$ cat config.mk
export PLATFORM = sky130hd
export DESIGN_NAME = reg_file_8x8
export DESIGN_NICKNAME = d
export VERILOG_FILES = /design/src/rtl/reg_file_8x8.sv
export SDC_FILE = /design/constraint.sdc
export NUM_CORES = 1
export LEC_CHECK = 0
export CAP_MARGIN = 20
export CELL_PAD_IN_SITES_DETAIL_PLACEMENT = 1
export CELL_PAD_IN_SITES_GLOBAL_PLACEMENT = 2
export CORE_MARGIN = 4
export CORE_UTILIZATION = 40
export DETAILED_ROUTE_END_ITERATION = 10
export GPL_TIMING_DRIVEN = 0
export PLACE_DENSITY = 0.74
export RECOVER_POWER = 50
export SYNTH_ARGS = -nofsm -noshare
export SYNTH_HDL_FRONTEND = slang
export SYNTH_SLANG_ARGS = --single-unit
$ cat constraint.sdc
create_clock -name CLK -period 2 [get_ports CLK]
set_clock_uncertainty 0.2 [all_clocks]
set_input_delay 0.3 -clock CLK [delete_from_list [all_inputs] [get_ports CLK]]
set_output_delay 0.3 -clock CLK [all_outputs]
set_load 0.03 [all_outputs]
$ cat src/rtl/reg_file_8x8.sv
// Eight-entry register file: one write port, two registered read ports.
// A write to an address being read in the same cycle is forwarded to that read,
// so a dependent instruction issued right behind a writeback sees the new value.
// HOLD freezes every piece of state, including the pending write.
module reg_file_8x8 #(
  parameter int DATA_W = 8,
  parameter int ADDR_W = 3
) (
  input  logic              CLK,
  input  logic              RESET_N,
  input  logic [DATA_W-1:0] IN,
  input  logic [ADDR_W-1:0] INADDRESS,
  input  logic              WRITE,
  input  logic [ADDR_W-1:0] OUT1ADDRESS,
  input  logic [ADDR_W-1:0] OUT2ADDRESS,
  input  logic              HOLD,
  output logic [DATA_W-1:0] OUT1,
  output logic [DATA_W-1:0] OUT2,
  output logic              VALID
);

  localparam int DEPTH = 1 << ADDR_W;

  // Registers are plain flops: the whole array must clear asynchronously.
  logic [DATA_W-1:0] r_regs [DEPTH];
  logic [DATA_W-1:0] r_out1;
  logic [DATA_W-1:0] r_out2;
  logic              r_valid;

  logic              w_we;
  logic [DEPTH-1:0]  w_wsel;
  logic [DATA_W-1:0] w_rd1;
  logic [DATA_W-1:0] w_rd2;

  // A stall overrides the write request.
  assign w_we = WRITE & ~HOLD;

  // One-hot write select, one decoder bit per register.
  generate
    for (genvar gi = 0; gi < DEPTH; gi++) begin : g_wsel
      assign w_wsel[gi] = w_we && (INADDRESS == ADDR_W'(gi));
    end
  endgenerate

  // Read data with same-cycle write forwarding; each port bypasses on its own.
  assign w_rd1 = (w_we && (OUT1ADDRESS == INADDRESS)) ? IN : r_regs[OUT1ADDRESS];
  assign w_rd2 = (w_we && (OUT2ADDRESS == INADDRESS)) ? IN : r_regs[OUT2ADDRESS];

  // Register array update; register 0 is an ordinary writable entry.
  always_ff @(posedge CLK or negedge RESET_N) begin
    if (!RESET_N) begin
      for (int i = 0; i < DEPTH; i++) begin
        r_regs[i] <= '0;
      end
    end else begin
      for (int i = 0; i < DEPTH; i++) begin
        if (w_wsel[i]) begin
          r_regs[i] <= IN;
        end
      end
    end
  end

  // Registered read ports and valid flag; all hold while stalled.
  always_ff @(posedge CLK or negedge RESET_N) begin
    if (!RESET_N) begin
      r_out1  <= '0;
      r_out2  <= '0;
      r_valid <= 1'b0;
    end else if (!HOLD) begin
      r_out1  <= w_rd1;
      r_out2  <= w_rd2;
      r_valid <= 1'b1;
    end
  end

  assign OUT1  = r_out1;
  assign OUT2  = r_out2;
  assign VALID = r_valid;

endmodule
==> flow_metrics.env, run 1 <==
export IMPL_fin_tns_setup_ns=0
export IMPL_synth_top_area_share_pct=46.4
export IMPL_setup_worst_path_end_class="primary output"
export IMPL_drv_slew=0
export IMPL_grt_max_degree=54
export IMPL_worst_slack_ns=0.0711
export IMPL_status="complete, no violations"
export IMPL_synth_area_leaders="dfrtp_1 46%, mux4_1 17%, mux2_2 16%"
export IMPL_syn_inst=273
export IMPL_clock_latency_ns=0.36
export IMPL_power_density_nw_per_um2=942
export IMPL_ant_nets=0
export IMPL_path_max_fanout=2
export IMPL_r2r_end="OUT1[3]"
export IMPL_p_clk_share_pct=24.5
export IMPL_via_per_inst=5.81
export IMPL_hold_violations=0
export IMPL_wl_per_cell_microns=24.6
export IMPL_grt_pass1_vias=2932
export IMPL_nets=342
export IMPL_min_from="OUT1ADDRESS[1]"
export IMPL_min_to="OUT1[5]"
export IMPL_max_vdd_ir_drop_mv=0.406
export IMPL_vias=2673
export IMPL_cts_made_buffers=9
export IMPL_p_sw_share_pct=29.1
export IMPL_die_h_microns=113
export IMPL_worst_slew_pin_slew_ns=0.716
export IMPL_period_share_pct=96.4
export IMPL_reg2reg_from="r_regs[3]"
export IMPL_syn_nets=294
export IMPL_diodes=0
export IMPL_r2r_slack_ns=0.32
export IMPL_startpoint="OUT1[1]"
export IMPL_final_cell_mix="81 x dfrtp_1, 64 x mux2_2, 28 x mux4_1, 26 x clkdlybuf4s50_1, 17 x nand2_1"
export IMPL_start_util_pct=41.8
export IMPL_reg2reg_depth=3
export IMPL_stdcell_area_sq_um=5080
export IMPL_leakage_nw=2.25
export IMPL_dieArea_sq_um=12700
export IMPL_ios=38
export IMPL_grt_use_total_pct=18.9
export IMPL_startpoint_type="register"
export IMPL_hold_class="input port to register"
export IMPL_cp_arrival_ns=1.43
export IMPL_first_iter_violations=102
export IMPL_seq_area_frac_synth_pct=46.4
export IMPL_critPathKind="register to primary output"
export IMPL_final_common_cell="dfrtp_1"
export IMPL_cts_tree="yes"
export IMPL_gp_congestion=0.751
export IMPL_ys_ff_latch=81
export IMPL_placed_cell_area_sq_um=4850
export IMPL_hold_path_depth=3
export IMPL_fp_row_count=37
export IMPL_p_int_w=0.00339
export IMPL_ys_types=29
export IMPL_fmax_mhz=518
export IMPL_cts_root_buf="clkbuf_8"
export IMPL_min_period_ns=1.93
export IMPL_worstPathCellList="clkdlybuf4s50_1"
export IMPL_fin_util_pct=48.6
export IMPL_grt_overflow=0
export IMPL_drv_cap=0
export IMPL_path_buf_inv=1
export IMPL_drt_wl_total_microns=11300
export IMPL_switchingPower_w=0.00140
export IMPL_max_stage_delay_ns=0.69
export IMPL_synth_largest_area_cell="dfrtp_1"
export IMPL_cts_sinks=81
export IMPL_final_layout_size_suffix_gt1_share_pct=35.8
export IMPL_crit_family="buffers and inverters"
export IMPL_syn_area_sq_um=4370
export IMPL_antenna_found_initial=0
export IMPL_drt_pass1_iter_count=4
export IMPL_setup_viol=0
export IMPL_core_area_sq_um=10500
export IMPL_fp_dieW_microns=113
export IMPL_slew_headroom_pct=52.3
export IMPL_syn_to_final_growth_pct=16.3
export IMPL_portBuffers=28
export IMPL_rsz0062_at_grt="false"
export IMPL_crit_slowest_cell="clkdlybuf4s50_1"
export IMPL_htreeDepth=3
export IMPL_p_comb_share_pct=28.2
export IMPL_cp_required_ns=1.50
export IMPL_preCtsSetupSlack_ns=-0.491
export IMPL_cts_buffer_depth=2
export IMPL_grt_pass1_wl_microns=17700
export IMPL_yosys_warnings=0
export IMPL_dp_hpwl_microns=7100
export IMPL_drc_errors=0
export IMPL_syn_mean_instance_area_sq_um=16.0
export IMPL_clk_pin_slew_worst_paths_ns=0.08
export IMPL_seqPwrFrac_pct=47.4
## state kept, by name (all words and copies together) (netlist names)
signal	flops
VALID	1
r_regs	64
OUT2	8
OUT1	8
## tightest hold or removal path: cells and delay by family
kind                   cells  cell delay (ns)
AOI/OAI and AO/OA          1             0.15
muxes                      1             0.09
buffers and inverters      1             0.14
## power by group through the flow
stage / Clock, W / Combinational [W] / Sequential, W
3_5_place_dp: 0 / 0.00136 / 0.00230
4_1_cts: 0.00121 / 0.00137 / 0.00227
6_report: 0.00117 / 0.00135 / 0.00227
2_1_floorplan: 0 / 0.000797 / 0.00238
5_1_grt: 0.00127 / 0.00145 / 0.00233
3_3_place_gp: 0 / 0.00132 / 0.00227
## cell families (layout without fill, tap and decap cells)
| group | after synthesis | after routing | synth area share [%] |
|---|---|---|---|
| muxes | 112 | 112 | 39.1 |
| DFF | 81 | 81 | 46.4 |
| and+or+nand+nor | 32 | 32 | 5.04 |
| buffers and inverters | 24 | 75 | 4.63 |
| AOI/OAI and AO/OA | 18 | 18 | 3.69 |
| xor gates and xnor gates | 6 | 6 | 1.20 |
## worst max path at each step
stage          cells after the start          to
3_3_place_gp                       1  r_regs[32]
3_5_place_dp                       4  r_regs[22]
5_1_grt                            1     OUT1[1]
4_1_cts                            1     OUT1[1]
6_report                           1     OUT1[1]
2_1_floorplan                      5  r_regs[10]
## cells in the mapped netlist, drive strengths merged
master	number
nand4	2
inv	8
nor2	2
xnor2	6
clkbuf	5
a41o	2
nand2	18
mux2	64
and2b	1
buf	11
nand3	1
nor3b	3
mux2i	16
mux4	32
dfrtp	81
o221ai	16
nand3b	3
and3	1
nand2b	1
## area by class of cell
| cell class | instances | area [sq um] |
|---|---|---|
| fill | 1048 | 5380 |
| clock buffer | 11 | 141 |
| timing repair buffer | 37 | 360 |
| sequential | 81 | 2030 |
| clock inverter | 3 | 42.5 |
| inverter | 8 | 30.0 |
| tap | 136 | 170 |
| multi-input combinational | 168 | 2150 |
| buffer | 16 | 164 |
## layer usage
metal	vias to the layer above	part of all wire (%)	global-route usage [%]
met5	-	0	0
met4	0	0.95	4.57
met3	10	4.2	3.40
met2	65	51	32.1
met1	1418	44	25.3
li1	1180	-	-
## what timing repair did
item	CTS	global route
gates resized for setup	3	0
buffers inserted	5	2
pin swaps	2	0
hold endpoints to repair	28	0
setup endpoints to repair	36	6
hold buffers	1	0
## metrics by stage
step	total power, W	cells	hold slack, ns
2_1_floorplan	0.00318	273	-0.196
3_3_place_gp	0.00360	437	0.249
3_5_place_dp	0.00366	438	0.0582
4_1_cts	0.00486	458	0.154
5_1_grt	0.00506	460	0.176
6_report	0.00479	460	0.164
(Power assumes the default switching activity.)
==> run 2: changes to the inputs <==
--- a/config.mk
+++ b/config.mk
@@ -9,10 +9,9 @@
 export CELL_PAD_IN_SITES_DETAIL_PLACEMENT = 1
 export CELL_PAD_IN_SITES_GLOBAL_PLACEMENT = 2
 export CORE_MARGIN = 4
-export CORE_UTILIZATION = 40
+export CORE_UTILIZATION = 43
 export DETAILED_ROUTE_END_ITERATION = 10
-export GPL_TIMING_DRIVEN = 0
-export PLACE_DENSITY = 0.74
+export PLACE_DENSITY = 0.78
 export RECOVER_POWER = 50
 export SYNTH_ARGS = -nofsm -noshare
 export SYNTH_HDL_FRONTEND = slang
==> run 2 against run 1 <==
  * Non-clock buffer count increased by 21
  * Die area decreased by 6.5%
  * Global-route usage increased by 1.7 points
  * Power increased by 6.2%
  * Utilization increased by 5.8 points
  * Register-to-register slack improved by 0.05 ns
  * Worst setup slack got worse by 0.013 ns
  * First-iteration DRC count increased by 14%
  * Largest cell class unchanged
==> flow_metrics.env, run 2 (synthesis gave the netlist of run 1 again) <==
export IMPL_clk_pin_slew_worst_paths_ns=0.09
export IMPL_final_cell_mix="81 x dfrtp_1, 64 x mux2_2, 35 x clkdlybuf4s50_1, 28 x mux4_1, 25 x buf_4"
export IMPL_top_register="r_regs"
export IMPL_diodes=0
export IMPL_vias=2853
export IMPL_fin_util_pct=54.4
export IMPL_hold_path_depth=1
export IMPL_cp_arrival_ns=1.44
export IMPL_grt_max_degree=38
export IMPL_period_share_pct=97.1
export IMPL_hold_class="register to register"
export IMPL_crit_slowest_cell="clkdlybuf4s50_1"
export IMPL_final_common_cell="dfrtp_1"
export IMPL_grt_pass1_vias=3176
export IMPL_startpoint_type="register"
export IMPL_cts_buffer_depth=2
export IMPL_gp_congestion=0.792
export IMPL_cts_sinks=81
export IMPL_p_comb_share_pct=27.4
export IMPL_final_cells=480
export IMPL_drt_wl_total_microns=11500
export IMPL_worst_slew_pin_slew_ns=1.03
export IMPL_drc_errors=0
export IMPL_num_fill_cells=988
export IMPL_reg2reg_depth=3
export IMPL_max_stage_delay_ns=0.68
export IMPL_clock_latency_ns=0.36
export IMPL_largest_reg_flops=64
export IMPL_crit_cells=1
export IMPL_fp_row_count=36
export IMPL_status="complete, no violations"
export IMPL_cp_required_ns=1.50
export IMPL_cts_tree="yes"
export IMPL_grt_use_total_pct=20.6
export IMPL_die_h_microns=109
export IMPL_htreeDepth=3
export IMPL_setup_viol=0
export IMPL_drt_pass1_iter_count=4
export IMPL_preCtsSetupSlack_ns=-0.308
export IMPL_portBuffers=37
export IMPL_p_clk_share_pct=27.3
export IMPL_p_total_w=0.00508
export IMPL_fmax_mhz=515
export IMPL_grt_pass1_wl_microns=17900
export IMPL_setup_worst_path_end_class="primary output"
export IMPL_top_layer="met4"
export IMPL_leakage_nw=2.38
export IMPL_first_iter_violations=116
export IMPL_cts_made_buffers=9
export IMPL_fp_dieW_microns=109
export IMPL_power_density_nw_per_um2=952
export IMPL_rsz0062_at_grt="false"
export IMPL_wl_per_cell_microns=23.9
export IMPL_dp_hpwl_microns=7970
export IMPL_ios=38
export IMPL_start_util_pct=44.5
export IMPL_routed_wl_met2_microns=5970
export IMPL_syn_to_final_growth_pct=22.1
export IMPL_max_vdd_ir_drop_mv=0.414
export IMPL_nets=363
export IMPL_seqPwrFrac_pct=45.3
export IMPL_drv_cap=0
export IMPL_antenna_found_initial=0
export IMPL_hold_violations=0
export IMPL_p_int_w=0.00360
export IMPL_p_sw_share_pct=29.2
export IMPL_ant_nets=0
export IMPL_crit_family="buffers and inverters"
export IMPL_wl_met3_microns=250
export IMPL_via_per_inst=5.94
export IMPL_min_period_ns=1.94
export IMPL_place_inst=462
export IMPL_worstPathCellList="clkdlybuf4s50_1"
export IMPL_grt_overflow=0
export IMPL_drv_slew=0
export IMPL_dieArea_sq_um=11800
export IMPL_final_layout_size_suffix_gt1_share_pct=37.2
export IMPL_holdWs_ns=0.299
export IMPL_slew_headroom_pct=31.7
export IMPL_core_area_sq_um=9820
export IMPL_critPathKind="register to primary output"
export IMPL_switchingPower_w=0.00148
export IMPL_path_buf_inv=1
export IMPL_path_max_fanout=2
export IMPL_worst_slack_ns=0.0583
export IMPL_cts_root_buf="clkbuf_8"
export IMPL_met1_length_microns=4970
[run 2: changes by cell type in the layout (fill, tap and decap cells not counted), moves of 2 or more]
cell / previous run / this run
buf_4: 8 / 25
clkdlybuf4s50_1: 26 / 35
buf_6: 3 / 0
buf_12: 3 / 7
clkbuf_8: 13 / 11
buf_2: 4 / 0
[run 2: per-stage QoR]
step	TNS, ns	area (sq um)
2_1_floorplan	0	4370
3_3_place_gp	-10.22	5080
3_5_place_dp	-12.59	5080
4_1_cts	0	5320
5_1_grt	0	5340
6_report	0	5340
[run 2: per-layer routing]
metal,GRT usage [%],vias to the layer above
li1,-,1231
met1,25.8,1549
met2,35.9,51
met3,2.78,22
met4,8.84,0
met5,0,-
[run 2: worst paths after layout]
| path | from | endpoint | slack, ns |
|---|---|---|---|
| max | OUT2[7] | OUT2[7] | 0.06 |
| max reg2reg | r_regs[3] | OUT1[3] | 0.37 |
| min in group asynchronous | RESET_N | r_regs[34] | 0.45 |
| min | VALID | VALID | 0.30 |
| min reg2reg | VALID | VALID | 0.30 |
| max in group asynchronous | RESET_N | r_regs[17] | 0.48 |
[run 2: layout make-up]
class	count	area, sq um	area share, %
Multi-Input combinational cell	168	2140	40.1
Sequential cell	81	2030	38.0
Tap cell	133	166	3.12
Clock inverter	5	77.6	1.45
Clock buffer	11	151	2.84
Inverter	8	30.0	0.563
Timing Repair Buffer	74	744	13.9
[run 2: power by group through the flow]
stage	Sequential, W	Clock [W]	Combinational, W
floorplan	0.00238	0	0.000797
global placement	0.00229	0	0.00135
detailed placement	0.00233	0	0.00140
CTS	0.00230	0.00140	0.00141
global route	0.00235	0.00148	0.00149
finish	0.00230	0.00139	0.00139
[run 2: timing repair]
item	CTS	global route
hold endpoints to repair	35	0
hold buffers	1	0
setup endpoints to repair	0	1
resized for setup	0	1
buffers inserted	0	0
